$ cat src/rtl/fx_ctrl_pkg.sv
// Shared constants for the FX-mapped burst sequencer: widths, register map, status bits, FSM encoding.
package fx_ctrl_pkg;

    localparam int unsigned FX_ADDR_W = 22;
    localparam int unsigned FX_DATA_W = 8;
    localparam int unsigned FX_OFF_W  = 3;
    localparam int unsigned SEQ_CNT_W = 16;
    localparam int unsigned SEQ_DLY_W = 8;

    // Register offsets within the 8-byte window
    localparam logic [FX_OFF_W-1:0] OFF_ID     = 3'd0;
    localparam logic [FX_OFF_W-1:0] OFF_CTRL   = 3'd1;
    localparam logic [FX_OFF_W-1:0] OFF_STATUS = 3'd2;
    localparam logic [FX_OFF_W-1:0] OFF_LEN_L  = 3'd3;
    localparam logic [FX_OFF_W-1:0] OFF_LEN_H  = 3'd4;
    localparam logic [FX_OFF_W-1:0] OFF_DLY    = 3'd5;
    localparam logic [FX_OFF_W-1:0] OFF_CNT_L  = 3'd6;
    localparam logic [FX_OFF_W-1:0] OFF_CNT_H  = 3'd7;

    // CTRL and STATUS bit positions
    localparam int unsigned CTRL_START    = 0;
    localparam int unsigned CTRL_ABORT    = 1;
    localparam int unsigned ST_BUSY       = 0;
    localparam int unsigned ST_DONE       = 1;
    localparam int unsigned ST_ABORTED    = 2;
    localparam int unsigned ST_START_IGN  = 3;

    typedef enum logic [1:0] {
        SEQ_IDLE  = 2'd0,
        SEQ_DELAY = 2'd1,
        SEQ_RUN   = 2'd2,
        SEQ_DONE  = 2'd3
    } seq_state_e;

endpackage

$ cat src/rtl/fx_seq_fsm.sv
// Burst sequencer: pre-delay countdown, RUN for len cycles, one-cycle DONE; abortable.
module fx_seq_fsm
    import fx_ctrl_pkg::*;
(
    input  logic                 clk_sys,
    input  logic                 rst_n,
    input  logic                 start,
    input  logic                 abort,
    input  logic [SEQ_CNT_W-1:0] len,
    input  logic [SEQ_DLY_W-1:0] dly,
    output logic                 run_en,
    output logic                 seq_busy,
    output logic                 done_pls,
    output logic                 aborted,
    output logic [SEQ_CNT_W-1:0] cnt
);

    seq_state_e           state_q, state_d;
    logic [SEQ_DLY_W-1:0] dcnt_q, dcnt_d;
    logic [SEQ_CNT_W-1:0] cnt_d;
    logic                 aborted_d;

    // State, counters and registered output decodes of the next state
    always_ff @(posedge clk_sys or negedge rst_n) begin
        if (!rst_n) begin
            state_q  <= SEQ_IDLE;
            dcnt_q   <= '0;
            cnt      <= '0;
            run_en   <= 1'b0;
            seq_busy <= 1'b0;
            done_pls <= 1'b0;
            aborted  <= 1'b0;
        end else begin
            state_q  <= state_d;
            dcnt_q   <= dcnt_d;
            cnt      <= cnt_d;
            run_en   <= (state_d == SEQ_RUN);
            seq_busy <= (state_d == SEQ_DELAY) || (state_d == SEQ_RUN);
            done_pls <= (state_d == SEQ_DONE);
            aborted  <= aborted_d;
        end
    end

    // Next-state and counter update; abort takes priority over everything else
    always_comb begin
        state_d   = state_q;
        dcnt_d    = dcnt_q;
        cnt_d     = cnt;
        aborted_d = 1'b0;
        unique case (state_q)
            SEQ_IDLE: begin
                if (abort) begin
                    aborted_d = start;
                end else if (start) begin
                    state_d = SEQ_DELAY;
                    dcnt_d  = dly;
                    cnt_d   = len;
                end
            end
            SEQ_DELAY: begin
                if (abort) begin
                    state_d   = SEQ_IDLE;
                    aborted_d = 1'b1;
                end else if (dcnt_q == '0) begin
                    state_d = (cnt == '0) ? SEQ_DONE : SEQ_RUN;
                end else begin
                    dcnt_d = dcnt_q - SEQ_DLY_W'(1);
                end
            end
            SEQ_RUN: begin
                if (abort) begin
                    state_d   = SEQ_IDLE;
                    aborted_d = 1'b1;
                end else begin
                    cnt_d = cnt - SEQ_CNT_W'(1);
                    if (cnt == SEQ_CNT_W'(1)) begin
                        state_d = SEQ_DONE;
                    end
                end
            end
            SEQ_DONE: begin
                state_d = SEQ_IDLE;
            end
            default: begin
                state_d = SEQ_IDLE;
            end
        endcase
    end

endmodule

$ cat src/rtl/fx_seq_ctrl.sv
// FX-bus register front end for the burst sequencer: decode, register bank, sticky status, read mux.
module fx_seq_ctrl
    import fx_ctrl_pkg::*;
#(
    parameter logic [FX_ADDR_W-1:0] BASE_ADDR = 22'h000000,
    parameter logic [FX_DATA_W-1:0] ID_VAL    = 8'hA5
)
(
    input  logic                 clk_sys,
    input  logic                 rst_n,
    input  logic                 fx_wr,
    input  logic [FX_ADDR_W-1:0] fx_waddr,
    input  logic [FX_DATA_W-1:0] fx_data,
    input  logic                 fx_rd,
    input  logic [FX_ADDR_W-1:0] fx_raddr,
    output logic [FX_DATA_W-1:0] fx_q,
    output logic                 run_en,
    output logic                 seq_busy,
    output logic                 done_pls
);

    logic                 wr_hit_c, rd_hit_c;
    logic [FX_OFF_W-1:0]  wr_off_c, rd_off_c;
    logic [FX_DATA_W-1:0] len_l_q, len_h_q, dly_q;
    logic                 start_q, abort_q;
    logic                 done_st_q, abort_st_q, ign_st_q;
    logic                 status_clr_c, ign_set_c;
    logic                 aborted;
    logic [SEQ_CNT_W-1:0] cnt;
    logic [FX_DATA_W-1:0] status_c, rd_data_c;

    assign wr_hit_c = fx_wr && (fx_waddr[FX_ADDR_W-1:FX_OFF_W] == BASE_ADDR[FX_ADDR_W-1:FX_OFF_W]);
    assign rd_hit_c = fx_rd && (fx_raddr[FX_ADDR_W-1:FX_OFF_W] == BASE_ADDR[FX_ADDR_W-1:FX_OFF_W]);
    assign wr_off_c = fx_waddr[FX_OFF_W-1:0];
    assign rd_off_c = fx_raddr[FX_OFF_W-1:0];

    assign status_clr_c = rd_hit_c && (rd_off_c == OFF_STATUS);
    // A start that lands while the sequencer is mid-burst or finishing is dropped and flagged
    assign ign_set_c    = start_q && (seq_busy || done_pls);

    // Writable registers and the self-clearing CTRL strobes
    always_ff @(posedge clk_sys or negedge rst_n) begin
        if (!rst_n) begin
            len_l_q <= '0;
            len_h_q <= '0;
            dly_q   <= '0;
            start_q <= 1'b0;
            abort_q <= 1'b0;
        end else begin
            start_q <= wr_hit_c && (wr_off_c == OFF_CTRL) && fx_data[CTRL_START];
            abort_q <= wr_hit_c && (wr_off_c == OFF_CTRL) && fx_data[CTRL_ABORT];
            if (wr_hit_c) begin
                unique case (wr_off_c)
                    OFF_LEN_L: len_l_q <= fx_data;
                    OFF_LEN_H: len_h_q <= fx_data;
                    OFF_DLY:   dly_q   <= fx_data;
                    default:   ;
                endcase
            end
        end
    end

    // Sticky status flags: cleared by a STATUS read, a same-cycle set wins
    always_ff @(posedge clk_sys or negedge rst_n) begin
        if (!rst_n) begin
            done_st_q  <= 1'b0;
            abort_st_q <= 1'b0;
            ign_st_q   <= 1'b0;
        end else begin
            done_st_q  <= done_pls  || (done_st_q  && !status_clr_c);
            abort_st_q <= aborted   || (abort_st_q && !status_clr_c);
            ign_st_q   <= ign_set_c || (ign_st_q   && !status_clr_c);
        end
    end

    // STATUS byte assembly
    always_comb begin
        status_c               = '0;
        status_c[ST_BUSY]      = seq_busy;
        status_c[ST_DONE]      = done_st_q;
        status_c[ST_ABORTED]   = abort_st_q;
        status_c[ST_START_IGN] = ign_st_q;
    end

    // Read mux over the register window
    always_comb begin
        rd_data_c = '0;
        unique case (rd_off_c)
            OFF_ID:     rd_data_c = ID_VAL;
            OFF_CTRL:   rd_data_c = '0;
            OFF_STATUS: rd_data_c = status_c;
            OFF_LEN_L:  rd_data_c = len_l_q;
            OFF_LEN_H:  rd_data_c = len_h_q;
            OFF_DLY:    rd_data_c = dly_q;
            OFF_CNT_L:  rd_data_c = cnt[FX_DATA_W-1:0];
            OFF_CNT_H:  rd_data_c = cnt[SEQ_CNT_W-1:FX_DATA_W];
            default:    rd_data_c = '0;
        endcase
    end

    // Read data register: one-cycle latency, holds between reads
    always_ff @(posedge clk_sys or negedge rst_n) begin
        if (!rst_n) begin
            fx_q <= '0;
        end else if (fx_rd) begin
            fx_q <= rd_hit_c ? rd_data_c : '0;
        end
    end

    fx_seq_fsm u_fsm (
        .clk_sys  (clk_sys),
        .rst_n    (rst_n),
        .start    (start_q),
        .abort    (abort_q),
        .len      ({len_h_q, len_l_q}),
        .dly      (dly_q),
        .run_en   (run_en),
        .seq_busy (seq_busy),
        .done_pls (done_pls),
        .aborted  (aborted),
        .cnt      (cnt)
    );

endmodule

$ cat config.mk
export PLATFORM = sky130hd
export DESIGN_NAME = fx_seq_ctrl
export DESIGN_NICKNAME = d
export VERILOG_FILES = /design/src/rtl/fx_ctrl_pkg.sv /design/src/rtl/fx_seq_fsm.sv /design/src/rtl/fx_seq_ctrl.sv
export SDC_FILE = /design/constraint.sdc
export NUM_CORES = 1
export LEC_CHECK = 0
export BUFFER_PORTS_ARGS = -buffer_cell sky130_fd_sc_hd__buf_2
export CORE_UTILIZATION = 45
export CTS_CLUSTER_SIZE = 16
export DETAILED_ROUTE_END_ITERATION = 8
export PLACE_DENSITY = 0.66
export SYNTH_ARGS = -nofsm -noshare
export SYNTH_HDL_FRONTEND = slang
export SYNTH_SLANG_ARGS = --single-unit
$ cat constraint.sdc
create_clock -name clk_sys -period 2.4 [get_ports clk_sys]
set_input_delay 0.48 -clock clk_sys [delete_from_list [all_inputs] [get_ports clk_sys]]
set_output_delay 0.48 -clock clk_sys [all_outputs]
set_load 0.005 [all_outputs]
==> out/summary.log <==
INFO  power          design_power_total=2.30mW
INFO  detailed_routing num_vias=3330
INFO  run_status     run_status=completed
INFO  floorplan      pin_count=67
INFO  timing         max_slew_margin=60.4%
INFO  global_routing globalRouteOverflowTotal=0
INFO  finish         filler_cell_count_in_the_final_layout=743
INFO  place          io_buffers=66
INFO  floorplan      core.rowCount=33
INFO  global_routing groute.usage.overall=23.4%
INFO  clock_network  cts.path.max_buffers=2
INFO  clock_network  post_cts.resized_instances=0
INFO  global_routing grt_max_degree=68
INFO  global_routing antenna_violations_before_repair=0
INFO  yosys          synth_seq_cells=67
INFO  finish         area_growth=18.4%
INFO  finish         final-instance-count-excl-fill=566
INFO  timing         highest_attainable_clock_frequency=0.472GHz
INFO  timing         post-route-period-util=88.3%
INFO  timing         finClkSkew=0.0123ns
INFO  timing         worstMarginPinSlew=0.594ns
INFO  detailed_routing drtPass1Iterations=4
INFO  timing         finalSetupViolCount=0
INFO  clock_network  holdBufCountCts=0
INFO  critical_path  critical_path.startpoint=u_fsm.dcnt_q[0]
INFO  yosys          share_of_the_synthesized_area_in_compound_gates_ao_oa_aoi_oai=18.2%
INFO  detailed_routing remaining_drc_errors=0
INFO  critical_path  worst_path_fanout_max=11
INFO  critical_path  timing.critical_path.depth=7
INFO  clock_network  clock_pin_slew_on_the_worst_setup_and_hold_paths=0.08ns
INFO  place          post-place-cells=550
INFO  finish         layout.nets=521
INFO  critical_path  cpMaxStageDelayCell=a2111o_1
INFO  yosys          ys.flop_type=dfrtp_1
INFO  critical_path  worst-r2r-setup-slack=0.28ns
INFO  finish         antenna_cells_inserted=0
INFO  critical_path  critPathKind=reg -> reg
INFO  critical_path  crit-reg2reg-capture=u_fsm.dcnt_q[2]
INFO  finish         layout_common_cells=67 x dfrtp_1, 66 x buf_2, 37 x a21oi_1, 26 x nand2_1, 25 x nor2_1
INFO  power          ir_worst_vdd=0.236mV
INFO  detailed_routing drt.antenna.violating_nets=0
INFO  detailed_routing detail_route.wirelength=9860µm
INFO  critical_path  crit_path_cell_trace=inv_1 > ha_1 > nor3b_1 > and2_1 > a2111o_1 > inv_1 > a2bb2oi_1
INFO  yosys          post_synth_mux_area_share=13.1%
INFO  yosys          synthesized_instance_count=388
INFO  power          power_per_cell_area=495nW/µm²
INFO  timing         timing_max_transition_violations_final=0
INFO  floorplan      fp.coreArea=8300µm²
INFO  yosys          synth_simple_gate_area_share=18.0%
INFO  clock_network  clock_sink_count=67
INFO  min_path       worst_min_path_class=in -> async
INFO  critical_path  crit_path_frequent_cell=inv_1
INFO  detailed_routing drt-vias-per-instance=5.88
INFO  timing         unrepaired_setup_endpoints_after_global_routing=no
INFO  floorplan      initial_utilization=47.2%
INFO  finish         final_common_cell=dfrtp_1
INFO  yosys          syn_area=3920µm²
INFO  critical_path  required=2.62ns
INFO  clock_network  cts_tree=yes
INFO  clock_network  cts_setup_buffers=0
INFO  critical_path  worstSetupEndpoint=u_fsm.dcnt_q[2]
INFO  yosys          avgSynthCellArea=10.1µm²
INFO  yosys          ys_warns=0
INFO  clock_network  worst_skew_pair.late_latency=0.35ns
INFO  global_routing first_global_vias=3116
INFO  critical_path  worst_path_dominant_cell_family=compound AO/OA/AOI/OAI gates
INFO  floorplan      design.die.area=9080µm²
INFO  yosys          synth.yosys.seq_area_share=42.8%
INFO  place          dp.final_hpwl=7220µm
INFO  critical_path  r2r-start=u_fsm.dcnt_q[0]
INFO  critical_path  critPathBufInv=2
INFO  floorplan      chipWidth=95.3µm
INFO  detailed_routing initialDrtViolationCount=200
INFO  place          place.gp.congestion=0.886
INFO  yosys          synth_nets=453
INFO  yosys          combinational_family_with_the_most_area_after_synthesis=compound AO/OA/AOI/OAI gates
INFO  floorplan      floorplan.die.height=95.3µm
INFO  yosys          synth-edff-count=0
INFO  timing         finalWorstPathRequiredPeriod=2.12ns
INFO  global_routing global_route_wire_length_before_repair=15700µm
INFO  clock_network  cts_inserted_buffers=9
INFO  clock_network  cts-root-buf=clkbuf_8
INFO  yosys          yosys.area_share.adder=2.88%
INFO  yosys          synth_xor_area_share=0%
INFO  yosys          ys_async_sr_fraction=100%
INFO  detailed_routing wire_per_inst=17.4µm
INFO  timing         totalNegativeSetupSlack=0ns
INFO  clock_network  htreeDepth=3
INFO  power          leakage=2.21nW
INFO  critical_path  kind_of_capture_point_of_the_worst_setup_path=flop
INFO  run            maxCapViolCount=0
INFO  critical_path  cp-start-kind=flop
INFO  critical_path  cp.arrival=2.34ns
INFO  finish         post_route_cells_drive_above_1_share=28.0%
INFO  timing         final_count_of_hold_timing_violations=0
INFO  yosys          netlist-cell-type-count=61
INFO  critical_path  cp_slowest_stage_delay=0.58ns
INFO  timing         finalHoldWorstSlack=0.143ns
INFO  finish         post-route-util=55.8%
INFO  critical_path  worst-r2r-cell-count=7
## state kept, by name, indices dropped and copies added (netlist names)
name            cells
dly_q               8
u_fsm.state_q       2
u_fsm.aborted       1
len_l_q             8
fx_q                8
u_fsm.run_en        1
abort_q             1
abort_st_q          1
len_h_q             8
u_fsm.seq_busy      1
u_fsm.done_pls      1
done_st_q           1
start_q             1
u_fsm.cnt          16
ign_st_q            1
u_fsm.dcnt_q        8
## through the flow
stage               cell area, µm²  worst slack (ns)
floorplan                     3920             0.309
global placement              4420             0.139
detailed placement            4420             0.128
CTS                           4630             0.275
global route                  4630             0.127
finish                        4630             0.282
## synthesized netlist by cell type (all sizes together) (4+ instances only)
cell type	instances	area [µm²]
dfrtp	67	1680
a21oi	37	185
mux2	27	364
nand2	27	104
nor2	25	93.8
inv	24	90.1
o22ai	19	119
o21ai	17	85.1
clkbuf	14	52.6
nor4	12	120
ha	9	113
buf	8	55.1
a2bb2oi	7	61.3
nor3	7	35.0
mux2i	6	60.1
nand2b	6	37.5
nand3	6	35.0
a31oi	4	25.0
and2	4	25.0
mux4	4	90.1
nor4b	4	56.3
o22a	4	35.0
or3	4	25.0
## per-layer routing
metal / vias up / track usage [%] / wire length (µm)
met3: 21 / 3.03 / 659
met4: 0 / 10.6 / 257
met2: 149 / 37.0 / 4480
met1: 1588 / 31.8 / 4460
li1: 1572 / - / -
met5: - / 0 / 0
## where the power goes
part,switching (mW),total [mW],internal [mW]
logic,0.0724,0.124,0.0517
registers,0.0000290,1.13,1.13
clock network,0.457,1.04,0.587
## final cells by class
class,count,area [µm²],share of cell area (%)
flip-flops and latches,67,1680,36.2
clock buffers,10,128,2.75
multi-input cells,275,2040,44.0
inverters,24,90.1,1.94
repair buffers,79,478,10.3
well taps,105,131,2.83
clock inverters,6,90.1,1.94
## kinds of logic after synthesis
kind of cell | Yosys count
multiplexers | 37
AO/OA/AOI/OAI | 112
buffers and inverters | 46
AND/OR/NAND/NOR | 117
flip-flops | 67
adder cells (fa/ha/maj) | 9
## how the worst min path moves through the flow
stage	start	end	cells after the start
final	rst_n	u_fsm.cnt[1]	2
after floorplan	rst_n	abort_q	0
after global routing	rst_n	start_q	2
after detailed placement	u_fsm.aborted	abort_st_q	1
after CTS	rst_n	u_fsm.dcnt_q[4]	2
after global placement	u_fsm.aborted	abort_st_q	1
Power figures use the tool's default switching activity.
